<file path="config.mk">
export PLATFORM = sky130hd
export DESIGN_NAME = piso_shift_tx
export DESIGN_NICKNAME = d
export VERILOG_FILES = /design/src/rtl/piso_shift_pkg.sv /design/src/rtl/piso_shift_reg.sv /design/src/rtl/piso_shift_tx.sv
export SDC_FILE = /design/constraint.sdc
export NUM_CORES = 1
export LEC_CHECK = 0
export ABC_AREA = 0
export CORE_AREA = 2 2 39 41
export DETAILED_ROUTE_END_ITERATION = 10
export DIE_AREA = 0 0 41 43
export GPL_ROUTABILITY_DRIVEN = 0
export MAX_ROUTING_LAYER = met4
export PLACE_DENSITY = 0.55
export RECOVER_POWER = 100
export REMOVE_ABC_BUFFERS = 1
export SYNTH_ARGS = -nofsm -noshare
export SYNTH_HDL_FRONTEND = slang
export SYNTH_HIERARCHICAL = 1
export SYNTH_SLANG_ARGS = --single-unit
</file>
<file path="constraint.sdc">
create_clock -name CLK -period 1.3 [get_ports CLK]
set_clock_uncertainty 0.1 [all_clocks]
set_input_delay 0.26 -clock CLK [delete_from_list [all_inputs] [get_ports CLK]]
set_output_delay 0.26 -clock CLK [all_outputs]
set_load 0.005 [all_outputs]
</file>
<file path="src/rtl/piso_shift_pkg.sv">
// Shared FSM state encoding and counter sizing for the piso_shift_tx serializer.
package piso_shift_pkg;

  typedef enum logic [1:0] {
    IDLE   = 2'd0,
    SHIFT  = 2'd1,
    PARITY = 2'd2
  } state_e;

  // Bit counter width: ceil(log2(width)), never narrower than one bit.
  function automatic int cnt_width(input int width);
    return (width > 2) ? $clog2(width) : 1;
  endfunction

endpackage

</file>
<file path="src/rtl/piso_shift_reg.sv">
// Loadable shift register; serial bit is taken straight from the end register bit.
// Latency: loaded word's first bit is visible the cycle after load; load wins over shift.
module piso_shift_reg
  import piso_shift_pkg::*;
#(
  parameter int W         = 3,
  parameter bit MSB_FIRST = 1'b1
) (
  input  logic         clk,
  input  logic         rst_n,
  input  logic         load_i,
  input  logic [W-1:0] load_dat_i,
  input  logic         shift_i,
  output logic         sout_o
);

  logic [W-1:0] sr_q, sr_d;

  // Zeros are shifted in so the register is empty (SOUT=0) once a frame drains.
  always_comb begin
    sr_d = sr_q;
    if (load_i) begin
      sr_d = load_dat_i;
    end else if (shift_i) begin
      sr_d = MSB_FIRST ? {sr_q[W-2:0], 1'b0} : {1'b0, sr_q[W-1:1]};
    end
  end

  always_ff @(posedge clk or negedge rst_n) begin
    if (!rst_n) begin
      sr_q <= '0;
    end else begin
      sr_q <= sr_d;
    end
  end

  assign sout_o = MSB_FIRST ? sr_q[W-1] : sr_q[0];

endmodule

</file>
<file path="src/rtl/piso_shift_tx.sv">
// Parallel-in serial-out transmitter; optional even parity bit with PISO_SHIFT_TX_PARITY_EN.
// Latency: first bit one cycle after accept; LOAD_READY only in IDLE or on the last bit (no gap).
module piso_shift_tx
  import piso_shift_pkg::*;
#(
  parameter int WIDTH     = 3,
  parameter bit MSB_FIRST = 1'b1
) (
  input  logic             CLK,
  input  logic             RST_N,
  input  logic             LOAD_VALID,
  output logic             LOAD_READY,
  input  logic [WIDTH-1:0] D,
  output logic             SOUT,
  output logic             SVALID,
  output logic             SLAST,
  output logic             BUSY
);

  localparam int            CW       = cnt_width(WIDTH);
  localparam logic [CW-1:0] CNT_INIT = CW'(WIDTH - 1);
  localparam logic [CW-1:0] CNT_ONE  = CW'(1);

`ifdef PISO_SHIFT_TX_PARITY_EN
  localparam int FRAME_W = WIDTH + 1;
`else
  localparam int FRAME_W = WIDTH;
`endif

  state_e              state_q, state_d;
  logic [CW-1:0]       cnt_q, cnt_d;
  logic                svalid_q, svalid_d;
  logic                slast_q, slast_d;
  logic                busy_q, busy_d;
  logic                accept;
  logic [FRAME_W-1:0]  frame_dat;

  // Parity rides in the shift register as the final bit of the frame.
`ifdef PISO_SHIFT_TX_PARITY_EN
  assign frame_dat = MSB_FIRST ? {D, ^D} : {^D, D};
`else
  assign frame_dat = D;
`endif

  assign LOAD_READY = (state_q == IDLE) || (svalid_q && slast_q);
  assign accept     = LOAD_VALID && LOAD_READY;

  always_comb begin
    state_d = state_q;
    cnt_d   = cnt_q;
    slast_d = slast_q;
    if (accept) begin
      state_d = SHIFT;
      cnt_d   = CNT_INIT;
      slast_d = 1'b0;
    end else begin
      case (state_q)
        SHIFT: begin
          if (cnt_q == '0) begin
`ifdef PISO_SHIFT_TX_PARITY_EN
            state_d = PARITY;
            slast_d = 1'b1;
`else
            state_d = IDLE;
            slast_d = 1'b0;
`endif
          end else begin
            cnt_d = cnt_q - CNT_ONE;
`ifdef PISO_SHIFT_TX_PARITY_EN
            slast_d = 1'b0;
`else
            slast_d = (cnt_q == CNT_ONE);
`endif
          end
        end
`ifdef PISO_SHIFT_TX_PARITY_EN
        PARITY: begin
          state_d = IDLE;
          slast_d = 1'b0;
        end
`endif
        default: begin
          state_d = IDLE;
          slast_d = 1'b0;
        end
      endcase
    end
    svalid_d = (state_d != IDLE);
    busy_d   = svalid_d;
  end

  always_ff @(posedge CLK or negedge RST_N) begin
    if (!RST_N) begin
      state_q  <= IDLE;
      cnt_q    <= '0;
      svalid_q <= 1'b0;
      slast_q  <= 1'b0;
      busy_q   <= 1'b0;
    end else begin
      state_q  <= state_d;
      cnt_q    <= cnt_d;
      svalid_q <= svalid_d;
      slast_q  <= slast_d;
      busy_q   <= busy_d;
    end
  end

  piso_shift_reg #(
    .W         (FRAME_W),
    .MSB_FIRST (MSB_FIRST)
  ) u_shift_reg (
    .clk        (CLK),
    .rst_n      (RST_N),
    .load_i     (accept),
    .load_dat_i (frame_dat),
    .shift_i    (svalid_q),
    .sout_o     (SOUT)
  );

  assign SVALID = svalid_q;
  assign SLAST  = slast_q;
  assign BUSY   = busy_q;

endmodule
</file>
# [Yosys cells after proc, flatten, opt, wreduce, memory -nomap -nowiden]
# Index checks and enable logic that the tools add are counted.
[totals] regBits=9 latchBits=0 ramBits=0 romBits=0 out_inout_bits=5 n_memories=0
[classes] add_sub_neg=1 mul=0 n_div=0 order_cmp=0 n_eq_ne=3 shifts=0 n_mux=11 bitwise=0 reduce_logical=9
[ops] operator="$mux 2" count=6
[ops] operator="$mux 3" count=2
[ops] operator="$reduce_bool 2->1" count=3
[ops] operator="$eq 2x1->1 const B" count=2
[ops] operator="$logic_not 2->1" count=2
[ops] operator="$mux 1" count=3
[ops] operator="$logic_and 1x1->1" count=2
[ops] operator="$ne 2x2->1 const B" count=1
[ops] operator="$reduce_and 2->1" count=1
[ops] operator="$sub 2x1->2 const B" count=1
[ops] operator="$logic_or 1x1->1" count=1

# [Logic depth before layout (Yosys ltp)]
[depth] word_depth=5 ltp_mapped=6 ltp_nobuf=5

# [Modules after synthesis]
# Netlist, hierarchy kept.
[modules_own_cells] mod="piso_shift_tx" instances=1 cells_per_inst=24 area_each_um2=285.3
[modules_own_cells] mod="piso_shift_reg" instances=1 cells_per_inst=12 area_each_um2=127.6

# [Least setup slack after synthesis]
# OpenSTA, ideal clock, no wires.
[synth_path] path_kind="register to register" start="reg cnt_q[0]" end="reg cnt_q[1]" setup_time_ns=0.131 t_arrival_ns=1.210 required_ns=1.069 setup_slack_ns=-0.141 path_stages_with_launch=7 n_path_buf=1 period_less_slack_ns=1.441 cell_sequence="dfrtp_1 > inv_1 > ha_1 > or3b_1 > buf_6 > nand2_1 > o211ai_2"
[synth_via] elab_chain_cells=4 word_cells_on_any_way=7
[synth_rtl] element="from (decl)" line_no="piso_shift_tx.sv:31" rtl="logic [CW-1:0] cnt_q, cnt_d;"
[synth_rtl] element="from (signal assigned)" line_no="piso_shift_tx.sv:101" rtl="cnt_q <= cnt_d;"
[synth_rtl] element="$sub 2x1->2" line_no="piso_shift_tx.sv:68" rtl="cnt_d = cnt_q - CNT_ONE;"
[synth_rtl] element="$mux 2" line_no="piso_shift_tx.sv:59" rtl="if (cnt_q == '0) begin"
[synth_rtl] element="$mux 2" line_no="piso_shift_tx.sv:57" rtl="case (state_q)"
[synth_rtl] element="$mux 2" line_no="piso_shift_tx.sv:52" rtl="if (accept) begin"
# Parallel ways exist; a longest one is shown, timed or not. The select of a mux whose other input is x is not followed.
# A chain may end at the register's enable or synchronous reset.

# [Worst setup path in the final report]
[layout_path] start="reg cnt_q[1]" end="reg cnt_q[1]"
# Same word-level chain as after synthesis.

==> impl_metrics.tcl <==
set metrics [dict create \
    fin_ws_ns -0.0723 \
    grt_overflow_total 0 \
    multi_input_area_um2 186 \
    synth_warnings 6 \
    syn-instance-count 36 \
    min_period_over_period 1.06 \
    crit_type "reg2reg" \
    outcome "finished, violations left" \
    fin_tns_setup_ns -0.216 \
    crit_path_end_kind "flip-flop" \
    dp_hpwl_um 605 \
    cts_root_buf "clkbuf_4" \
    clkTransAtPathRegs_ns 0.06 \
    grt_pass1_wl_um 1420 \
    violations "setup timing" \
    required_ns 1.34 \
    design_power_total_mw 1.17 \
    syn-cell-area_um2 413 \
    start_kind "flip-flop" \
    antenna_found_initial 0 \
    period_minus_slack_ns 1.37 \
    switching_share 0.299 \
    p_sw_uw 348 \
    hold_class "in2async" \
    fp-row-count 14 \
    drc 0 \
    r2r-start "cnt_q[1]" \
    preCtsSetupSlack_ns -0.154 \
    fill_cells 141 \
    drtIter0Drc 6 \
    die-area_mm2 0.00176 \
    ff2ff_setup_slack_ns -0.07 \
    wire_per_inst_um 11.5 \
    viasPerCell 4.36 \
    num-nets-final 71 \
    dr.pass1.iters 4 \
    cts.sinks 9 \
    die_x_um 41 \
    cap_violations 0 \
    grt_usage 0.126 \
    cts_tree "built" \
    leakage_nw 0.345 \
    rsz0062_at_grt "true" \
    htree_levels 1 \
    startpoint "cnt_q[1]" \
    crit_fanout 4 \
    comb_power_share 0.468 \
    seqPwrFrac 0.351 \
    clk_latency_ns 0.25 \
    drtAntennaViolNets 0 \
    core_area_mm2 0.00138 \
    grt_pass1_vias 357 \
    p_int_uw 818 \
    ys_ff_latch 9 \
    cts_buffers 3 \
    regArea_um2 225 \
    worstPathArrival_ns 1.41 \
    pwr-share-clk 0.181 \
    start_util 0.298 \
    ys_seq_area_frac 0.545 \
    final_util 0.490 \
    die_height_um 43 \
    drive_gt1_frac 0.500 \
    setup_violations 5 \
    drv_slew 0 \
    clock_path_buffers 2 \
    grt_max_degree 10 \
    numPortBuffers 10 \
    syn_to_final_growth_pct 64.2 \
    diodes 0 \
    synth_area_per_cell_um2 11.5 \
    fmax_ghz 0.729 \
    finalHoldViolations 0 \
    hold_ws_ns 0.280 \
    routed_wl_um 898 \
    num_vias 340 \
    ir_drop_mv 0.644 \
    ioPinCount 11 \
    power.density_mw_per_mm2 1720 \
    yosysUniqueCellTypes 17 \
]
layout by cell type (no fill, tap or decap), types with 2 or more instances in the layout:
master           netlist  layout
buf_4                  1      12
buf_6                  1       4
dfrtp_1                9       9
mux2i_1                2       2
inv_2                  0       2
o21ai_1                2       2
clkdlybuf4s50_1        0       4
nand2_2                0       3
nand2_1                7       4
clkbuf_4               0       3
synth_stat cells:
cell type  number  area (um2)
dfrtp_1         9         225
nand2_1         7        26.3
inv_1           3        11.3
ha_1            2        25.0
mux2i_1         2        20.0
o21ai_1         2        10.0
and4b_2         1        11.3
buf_4           1        7.51
buf_6           1        11.3
conb_1          1        3.75
nand2b_1        1        6.26
nor2_1          1        3.75
o211ai_2        1        12.5
o21ai_0         1        5.00
o2bb2ai_1       1        8.76
or3b_1          1        8.76
xnor2_2         1        16.3
what timing repair did:
action / 4_1_cts / 5_1_grt
pin swaps: 6 / 2
resized for setup: 23 / 5
hold buffers: 0 / 0
hold endpoints to repair: 0 / 0
buffers inserted: 3 / 1
endpoints found under the setup margin: 9 / 8
layout make-up:
class,count,share of cell area
multi-input combinational,22,0.275
inverter,3,0.0166
sequential,9,0.332
timing repair buffer,24,0.308
clock buffer,4,0.0387
tap,16,0.0295
path summary, 6_finish.rpt:
kind	endpoint	cells after the start
setup / recovery	cnt_q[1]	5
hold / removal	SLAST	1
setup reg to reg	cnt_q[1]	5
hold reg to reg	u_shift_reg/sr_q[0]	2
max in group asynchronous	cnt_q[0]	1
min in group CLK	u_shift_reg/sr_q[1]	3
state kept, by name (all words and copies together) (netlist names):
register	cells
state_q	2
cnt_q	2
SLAST	1
u_shift_reg/sr_q	3
BUSY	1
cell families after synthesis:
family          synth area share
flops                      0.545
mux                       0.0485
buf+inv                   0.0727
simple gates               0.136
compound gates            0.0879
xor+xnor                  0.0394
other cells              0.00908
fa+ha+maj                 0.0606
worst max-delay path, stage by stage (launching register included):
cell      delay [ns]
dfrtp_1         0.37
inv_2           0.06
ha_4            0.15
or3b_4          0.41
nand2_2         0.09
o211ai_2        0.07
per-stage QoR:
stage,instance area [um2],instances
6_report,678,78
3_5_place_dp,589,70
2_1_floorplan,394,34
5_1_grt,678,78
4_1_cts,647,77
3_3_place_gp,589,70
power by group through the flow:
stage / Sequential (mW) / Combinational [mW] / Clock [mW]
3_3_place_gp: 0.399 / 0.408 / 0
5_1_grt: 0.417 / 0.600 / 0.245
6_report: 0.409 / 0.546 / 0.211
4_1_cts: 0.404 / 0.477 / 0.222
2_1_floorplan: 0.404 / 0.173 / 0
3_5_place_dp: 0.402 / 0.410 / 0
metal layers:
layer,vias up,share of wire,wire length (um),track usage
li1,166,-,-,-
met1,167,0.41,370,0.147
met2,7,0.54,483,0.184
met3,0,0.048,43,0.0471
met4,0,0,0,0.0600
met5,-,0,0,-
Note: power is estimated with default switching activity, not from simulation.
